--- src/rtl/axi_master.sv ---
`default_nettype none
// ============================================================================
// Module   : axi_master
// Purpose  : Single-outstanding AXI-lite style master bridging a simple
//            command/response port to AW/W/B and AR/R channels, with timeout.
// Revision : 1.0
// ============================================================================
module axi_master #(
    parameter int ADDR_WIDTH = 32,
    parameter int DATA_WIDTH = 32,
    parameter int TIMEOUT    = 255
) (
    input  logic                  clock,
    input  logic                  reset,
    input  logic                  cmd_valid,
    output logic                  cmd_ready,
    input  logic                  cmd_write,
    input  logic [ADDR_WIDTH-1:0] cmd_address,
    input  logic [DATA_WIDTH-1:0] cmd_wdata,
    output logic                  rsp_valid,
    input  logic                  rsp_ready,
    output logic [DATA_WIDTH-1:0] rsp_rdata,
    output logic                  rsp_error,
    output logic [ADDR_WIDTH-1:0] write_address,
    output logic                  write_valid,
    input  logic                  write_ready,
    output logic [DATA_WIDTH-1:0] write_data,
    output logic                  write_data_valid,
    input  logic                  write_data_ready,
    input  logic [DATA_WIDTH-1:0] write_response,
    input  logic                  write_response_valid,
    output logic                  write_response_ready,
    output logic [ADDR_WIDTH-1:0] read_address,
    output logic                  read_valid,
    input  logic                  read_ready,
    input  logic [DATA_WIDTH-1:0] read_data,
    input  logic [DATA_WIDTH-1:0] read_response,
    input  logic                  read_response_valid,
    output logic                  read_response_ready
);

    typedef enum logic [2:0] {
        S_IDLE    = 3'd0,
        S_WR_REQ  = 3'd1,
        S_WR_RESP = 3'd2,
        S_RD_REQ  = 3'd3,
        S_RD_RESP = 3'd4,
        S_DONE    = 3'd5
    } state_t;

    // Timeout fires on the edge that would bring the counter to TIMEOUT,
    // i.e. after TIMEOUT full cycles spent in one waiting state.
    localparam logic [15:0] c_WAIT_LIMIT = 16'(TIMEOUT - 1);

    state_t      r_state;
    state_t      w_state_n;
    logic [15:0] r_wait_cnt;
    logic        w_accept;
    logic        w_timeout;
    logic        w_waiting;
    logic        w_aw_done;
    logic        w_w_done;

    always_comb begin
        w_state_n = r_state;
        w_accept  = (r_state == S_IDLE) && cmd_valid && cmd_ready;
        w_timeout = (r_wait_cnt == c_WAIT_LIMIT);
        w_waiting = (r_state == S_WR_REQ) || (r_state == S_WR_RESP) ||
                    (r_state == S_RD_REQ) || (r_state == S_RD_RESP);
        // A channel counts as done once its valid has dropped or it handshakes now
        w_aw_done = !write_valid || write_ready;
        w_w_done  = !write_data_valid || write_data_ready;
        case (r_state)
            S_IDLE: begin
                if (w_accept) w_state_n = cmd_write ? S_WR_REQ : S_RD_REQ;
            end
            S_WR_REQ: begin
                if (w_aw_done && w_w_done) w_state_n = S_WR_RESP;
                else if (w_timeout)        w_state_n = S_DONE;
            end
            S_WR_RESP: begin
                if (write_response_valid || w_timeout) w_state_n = S_DONE;
            end
            S_RD_REQ: begin
                if (read_ready)     w_state_n = S_RD_RESP;
                else if (w_timeout) w_state_n = S_DONE;
            end
            S_RD_RESP: begin
                if (read_response_valid || w_timeout) w_state_n = S_DONE;
            end
            S_DONE: begin
                if (rsp_ready) w_state_n = S_IDLE;
            end
            default: w_state_n = S_IDLE;
        endcase
    end

    always_ff @(posedge clock or posedge reset) begin
        if (reset) begin
            r_state    <= S_IDLE;
            r_wait_cnt <= 16'd0;
        end else begin
            r_state <= w_state_n;
            if (w_state_n != r_state || !w_waiting) r_wait_cnt <= 16'd0;
            else                                    r_wait_cnt <= r_wait_cnt + 16'd1;
        end
    end

    always_ff @(posedge clock or posedge reset) begin
        if (reset) begin
            cmd_ready            <= 1'b0;
            rsp_valid            <= 1'b0;
            rsp_rdata            <= '0;
            rsp_error            <= 1'b0;
            write_address        <= '0;
            write_valid          <= 1'b0;
            write_data           <= '0;
            write_data_valid     <= 1'b0;
            write_response_ready <= 1'b0;
            read_address         <= '0;
            read_valid           <= 1'b0;
            read_response_ready  <= 1'b0;
        end else begin
            cmd_ready            <= (w_state_n == S_IDLE);
            rsp_valid            <= (w_state_n == S_DONE);
            write_response_ready <= (w_state_n == S_WR_RESP);
            read_valid           <= (w_state_n == S_RD_REQ);
            read_response_ready  <= (w_state_n == S_RD_RESP);

            if (w_accept && cmd_write) begin
                write_address    <= cmd_address;
                write_data       <= cmd_wdata;
                write_valid      <= 1'b1;
                write_data_valid <= 1'b1;
            end
            if (w_accept && !cmd_write) read_address <= cmd_address;

            // Each write channel drops independently on its own handshake
            if (r_state == S_WR_REQ) begin
                if (write_ready || w_state_n != S_WR_REQ)      write_valid      <= 1'b0;
                if (write_data_ready || w_state_n != S_WR_REQ) write_data_valid <= 1'b0;
            end

            if (r_state == S_WR_RESP && write_response_valid) begin
                rsp_rdata <= '0;
                rsp_error <= |write_response;
            end else if (r_state == S_RD_RESP && read_response_valid) begin
                rsp_rdata <= read_data;
                rsp_error <= |read_response;
            end else if (w_waiting && w_state_n == S_DONE) begin
                rsp_rdata <= '0;
                rsp_error <= 1'b1;
            end
        end
    end

endmodule
`default_nettype wire

--- config.mk ---
export PLATFORM = sky130hd
export DESIGN_NAME = axi_master
export DESIGN_NICKNAME = d
export VERILOG_FILES = /design/src/rtl/axi_master.sv
export SDC_FILE = /design/constraint.sdc
export NUM_CORES = 1
export LEC_CHECK = 0
export CAP_MARGIN = 20
export CORE_MARGIN = 5
export CORE_UTILIZATION = 37
export CTS_BUF_LIST = sky130_fd_sc_hd__clkbuf_16
export CTS_CLUSTER_SIZE = 12
export DETAILED_ROUTE_END_ITERATION = 10
export PLACE_DENSITY = 0.77
export SYNTH_ARGS = -nofsm -noshare
export SYNTH_HDL_FRONTEND = slang
export SYNTH_SLANG_ARGS = --single-unit
--- constraint.sdc ---
create_clock -name clock -period 4.7 [get_ports clock]
set_clock_uncertainty 0.15 [all_clocks]
set_input_delay 0.47 -clock clock [delete_from_list [all_inputs] [get_ports clock]]
set_output_delay 0.47 -clock clock [all_outputs]
set_load 0.1 [all_outputs]
==> out/results.tsv <==
stage	metric	value	unit
sta	final_hold_viol_count	0	
layout	fillCellCount	1267	
layout	finalNonFillerCells	986	
layout	drive_gt1_frac	0.1305	
route	dr.pass1.iters	4	
route	via_count	4872	
floorplanning	coreArea	16640	µm²
global_route	grt_pass1_wl	29030	µm
sta	max_clock_freq	344.1	MHz
worst_setup_path	worst-r2r-setup-slack	1.79	ns
placement	port_buffers	305	
sta	finalSetupTns	0	ns
logic_synthesis	synth-seq-area-share	0.6174	
min_path	holdCritPathClass	input port to asynchronous set/reset pin	
logic_synthesis	synth.most_common_cell	dfrtp_1	
sta	timing.final.crit_share	0.6184	
layout	layout.area.seq	3879	µm²
clock_tree	holdBufCountCts	0	
logic_synthesis	synth_cell_types	48	
clock_tree	htree_levels	4	
route	dr_wl_met3	1456	µm
logic_synthesis	syn_inst	447	
route	wl_met1	7230	µm
logic_synthesis	avgSynthCellArea	14.05	µm²
logic_synthesis	yosysWarningCount	0	
sta	maxSlewViolCount	0	
route	wl_per_cell	18.73	µm
clock_tree	cts_sinks	155	
layout	multi_input_area	2261	µm²
worst_setup_path	path_max_fanout	33	
layout	antenna_cells	0	
logic_synthesis	syn_area	6282	µm²
worst_setup_path	startpoint	r_state[0]	
layout	syn_to_final_growth	62.24	%
floorplanning	dieArea	19690	µm²
sta	finalCriticalPeriod	2.906	ns
worst_setup_path	cp.required	4.89	ns
route	ant_nets	0	
floorplanning	initial_utilization	0.3775	
logic_synthesis	synthFlopType	dfrtp_1	
logic_synthesis	synth_top_cells_by_count	dfrtp_1, mux2_2, mux2_1	
placement	placed_cells	952	
clock_tree	cts_tree	done	
worst_setup_path	cp-end-kind	flop	
global_route	antenna_found_initial	0	
outcome	status	complete, no violations	
worst_setup_path	worstPathArrival	3.10	ns
sta	slew_headroom	0.3057	
logic_synthesis	synth_top_area_frac	0.6174	
floorplanning	die_y	140.3	µm
route	drt_iter0_drc	156	
global_route	track_usage	0.1847	
clock_tree	cts_max_path_buffers	2	
clock_tree	clkLatencyLatePin	0.41	ns
worst_setup_path	cp-endpoint	write_data_valid	
logic_synthesis	yosys.area.top_type	dfrtp_1	
worst_setup_path	worstSetupPathType	flop to flop	
sta	setup-violations-final	0	
route	wl_met2	9362	µm
logic_synthesis	synth_edf_count	0	
logic_synthesis	ys_top_cells_by_area	dfrtp_1, mux2_2, mux2_1	
route	vias_per_cell	4.941	
floorplanning	floorplan.rows	47	
route	wirelength	18470	µm
route	drc	0	
worst_setup_path	worstReg2RegStart	r_state[0]	
clock_tree	clkTransAtPathRegs	0.07	ns
sta	rsz0062_at_grt	false	
global_route	grt_max_degree	86	
global_route	grt.overflow.total	0	
logic_synthesis	ys_ff_latch	155	
floorplanning	ios	306	
global_route	grt_pass1_vias	5295	
worst_setup_path	start_kind	flop	
clock_tree	cts_resized	0	
clock_tree	cts-buffers-inserted	17	
layout	finalNetCount	925	
floorplanning	fp.dieW	140.3	µm
clock_tree	root_buffer	clkbuf_16	
sta	worst_pin_slew	1.038	ns
logic_synthesis	async_reset_ff_frac	1.000	
placement	hpwl	13980	µm
clock_tree	cts_setup_buffers	0	
flow_run	max_cap_violations	0	
worst_setup_path	worst-r2r-cell-count	7	
route	top_layer	met4	
placement	globalplace.congestion	0.9051	
logic_synthesis	syn_nets	619	
worst_setup_path	regToRegEndpoint	write_data_valid	
## layout by cell type, fill, tap and decap left out, drive strengths merged, types with 5 or more instances in the layout
cell type and count:
xor2 12, clkdlybuf4s50 305, nand2 13, clkbuf 17
nor4 18, mux2 98, nand4 6, clkinv 9
a22o 32, inv 6, buf 5, nand3 9
a21oi 7, dfrtp 155, nor2 23
## how the worst min path moves through the flow
stage,start,end,slack (ns),cells past startpoint
6_report,reset,write_data[31],0.24,2
5_1_grt,reset,write_address[31],0.27,2
4_1_cts,reset,write_address[31],0.24,2
3_5_place_dp,write_data[13],write_data[13],0.33,1
3_3_place_gp,read_address[19],read_address[19],0.32,1
2_1_floorplan,r_wait_cnt[0],r_wait_cnt[0],0.32,1
## cell type report
| class | instances | area share |
|---|---|---|
| Timing Repair Buffer | 310 | 0.3084 |
| Inverter | 4 | 0.001841 |
| Clock inverter | 15 | 0.01866 |
| Tap cell | 220 | 0.02701 |
| Clock buffer | 17 | 0.04174 |
| Sequential cell | 155 | 0.3806 |
| Multi-Input combinational cell | 265 | 0.2218 |
## state kept, by name, indices dropped and copies added, names as in the netlist
name / count
rsp_rdata: 32
rsp_valid: 1
write_valid: 1
write_data: 32
read_response_ready: 1
write_address: 32
r_state: 3
r_wait_cnt: 16
write_response_ready: 1
rsp_error: 1
read_valid: 1
cmd_ready: 1
write_data_valid: 1
read_address: 32
## cell families after synthesis
logic type / Yosys count / share of synthesized area
buf+inv: 27 / 0.02310
mux: 98 / 0.1757
flops: 155 / 0.6174
compound gates: 52 / 0.06891
simple gates: 97 / 0.08863
xor+xnor: 16 / 0.02231
fa+ha+maj: 2 / 0.003983
## critical path, cell delays in order (launching register included)
cell     delay, ns
dfrtp_1       0.61
nor2_1        0.19
or4b_2        0.85
o221a_4       0.36
inv_2         0.05
o21ai_2       0.11
or3b_1        0.36
a21oi_1       0.15
## stage by stage
step	utilization	setup WS, ns	hold WS [ns]	area (µm²)
after detailed placement	0.5721	1.570	0.3300	9522
after CTS	0.6091	1.736	0.2372	10140
after floorplan	-	2.121	0.3177	6286
after global routing	0.6124	1.577	0.2658	10190
after global placement	0.5721	1.657	0.3249	9522
final	0.6124	1.794	0.2421	10190
## per-layer routing
| layer | vias up | global-route usage |
|---|---|---|
| met2 | 190 | 0.3160 |
| met4 | 0 | 0.05813 |
| met1 | 2402 | 0.2203 |
| met3 | 34 | 0.06203 |
| met5 | - | 0 |
| li1 | 2246 | - |
Power is not shown: default switching activity piles up to over one toggle a cycle in this logic, so the estimate is an artifact.
==> edit, RTL diff (same settings) <==
Change the parameter `DATA_WIDTH` from 32 to 16.
--- a/src/rtl/axi_master.sv
+++ b/src/rtl/axi_master.sv
@@ -8,5 +8,5 @@
 module axi_master #(
     parameter int ADDR_WIDTH = 32,
-    parameter int DATA_WIDTH = 32,
+    parameter int DATA_WIDTH = 16,
     parameter int TIMEOUT    = 255
 ) (
Ports: changed (6 resized); port bits go from 306 to 210. The function was not compared with the original's and may differ.
==> edit against the original RTL <==
  * Worst setup slack improved by 200 ps
  * Via count decreased by 16%
  * Utilization shrank 2.2 points
  * Design area is 23% lower
  * Synthesized area fell by 19%
  * Die area decreased by 18%
  * Routed wire length shrank 22%
  * Sequential cell count is 32 lower
  * Critical path type unchanged
Power is not shown: default switching activity piles up to over one toggle a cycle in this logic, so the estimate is an artifact.
==> edit: results (changes against the original RTL) <==
Route:
- The total via count in the routed design is 4114 (-16%).
- The remaining antenna violation count came to 0 (unchanged).
- The number of iterations in the first detailed-routing pass was 4 (unchanged).
- The post-detailed-route wirelength per cell is 16.6 um (-12%).
- The violation count after the first detailed-route iteration was 210 (+35%).

Clock network:
- The cts-stage hold buffer count is 0 (unchanged).
- The clock latency of the later-clocked register in the worst-skew pair is 410 ps (about the same).
- The number of buffers on the longest clock path is 2 (unchanged).
- The post-CTS setup repair buffer count is 0 (unchanged).
- The number of H-tree branching levels was 4 (unchanged).
- The total clock buffers created by CTS is 17 (unchanged).
- The CTS clock-pin slew for the worst setup and hold paths is 60 ps.
- The total of cells resized after clock tree synthesis is 0 (unchanged).
- The cell sitting at the root of the clock tree is a clkbuf_16.

Global routing:
- The number of global-route vias before repair is 4586 (-13%).
- The total overflow reported by the global router came to 0 (unchanged).
- The number of antenna violations at the first check in global routing is 0 (unchanged).
- The maximum number of pins on one net before global-route repair is 73 (-15%).
- The first-pass GRT wire length is 23.5 mm (-19%).
- The overall fraction of global-route tracks in use is 0.180 (-0.00437).

Place:
- The placer congestion estimate was 0.843 (-6.8%).
- The number of buffers inserted by port buffering came to 209 (-31%).
- The half-perimeter wire length after placement is 10.6 mm (-24%).
- The minimum setup slack after placement is 1780 ps (+213 ps).

Logic synthesis:
- Yosys attributes the largest share of cell area to dfrtp_1 (61%), nand2_1 (12%), mux2_2 (7.3%).
- The number of nets produced by synthesis came to 574 (-7.3%).
- The async set-or-reset flop fraction in the synthesized netlist is 1.00 (unchanged).
- The share of the yosys chip area belonging to registers is 0.608 (-0.00970).
- Sorting the synthesized cells by how often they occur yields nand2_1 (158), dfrtp_1 (123), mux2_2 (33).
- The distinct cell type count after synthesis was 41 (-15%).
- The most used flip-flop cell after synthesis is dfrtp_1.
- The count of warnings emitted by yosys is 0 (unchanged).

Hold path:
- The path class of the tightest hold or removal check is reg2reg.
- The startpoint identified for the worst hold timing path is write_data[9].

Layout:
- The largest registers in the layout are read_address x32, write_address x32.
- The fill cell total of the finished layout is 1144 (-9.7%).
- The total inserted antenna cells is 0 (unchanged).
- The fraction of layout cells with a size suffix above 1 is 0.121 (-0.00916).
- The number of nets in the layout is 787 (-15%).

STA:
- The remaining max-slew budget at the tightest pin came to 0.313 (+0.00722).
- The maximum clock rate is 0.369 GHz (+7.4%).

Worst setup path:
- The source of the critical timing path is r_state[2].
- The slack of the worst reg-to-reg path is 1990 ps (+200 ps).
- The endpoint arrival time on the critical path was 2880 ps (-220 ps).
- The last element of the critical path is r_wait_cnt[4].
- The maximum fanout along the worst path is 33 (unchanged).
- The depth of the worst register-to-register path came to 7 (unchanged).

Status:
- The flow ran to the end, and the final reports show no timing, DRC or antenna violations.
[edit: worst min-delay path by stage]
stage / depth (start not counted) / slack (ps) / endpoint
2_1_floorplan: 2 / 350 / r_wait_cnt[5]
3_3_place_gp: 2 / 310 / write_address[5]
3_5_place_dp: 2 / 310 / write_data[9]
4_1_cts: 2 / 330 / write_data[6]
5_1_grt: 2 / 340 / write_data[3]
6_report: 2 / 320 / write_data[9]
[edit: stage by stage]
step,area [sq um],utilization,instances,hold WS (ps)
floorplan,5060,-,466,347
global placement,7330,0.549,836,307
detailed placement,7330,0.549,836,311
CTS,7880,0.590,868,325
global route,7880,0.590,868,340
finish,7880,0.590,868,322
[edit: final cells by class]
type                    instances  share of cell area
flip-flops and latches        123               0.391
repair buffers                213               0.269
multi-input cells             316               0.238
clock buffers                  17              0.0540
well taps                     176              0.0279
clock inverters                15              0.0162
inverters                       8             0.00413
[edit: critical path, cell delays in order, from the launching register on]
cell and delay [ps]:
dfrtp_1 620, and3b_1 270, nand3b_1 100, buf_4 400, a21boi_1 250, nand2b_1 70, a221o_2 570, nor2_1 180
[edit: metal layers]
layer | global-route usage | wire length [um] | vias up
met4 | 0.0360 | 63 | 0
met3 | 0.0814 | 1290 | 6
li1 | - | - | 1981
met2 | 0.317 | 7460 | 155
met5 | 0 | 0 | -
met1 | 0.203 | 5560 | 1972
[edit: logic make-up after synthesis]
group,share of synthesized area
compound gates,0.0504
xor+xnor,0.0277
fa+ha+maj,0.00494
buf+inv,0.0235
flops,0.608
mux,0.0756
simple gates,0.210
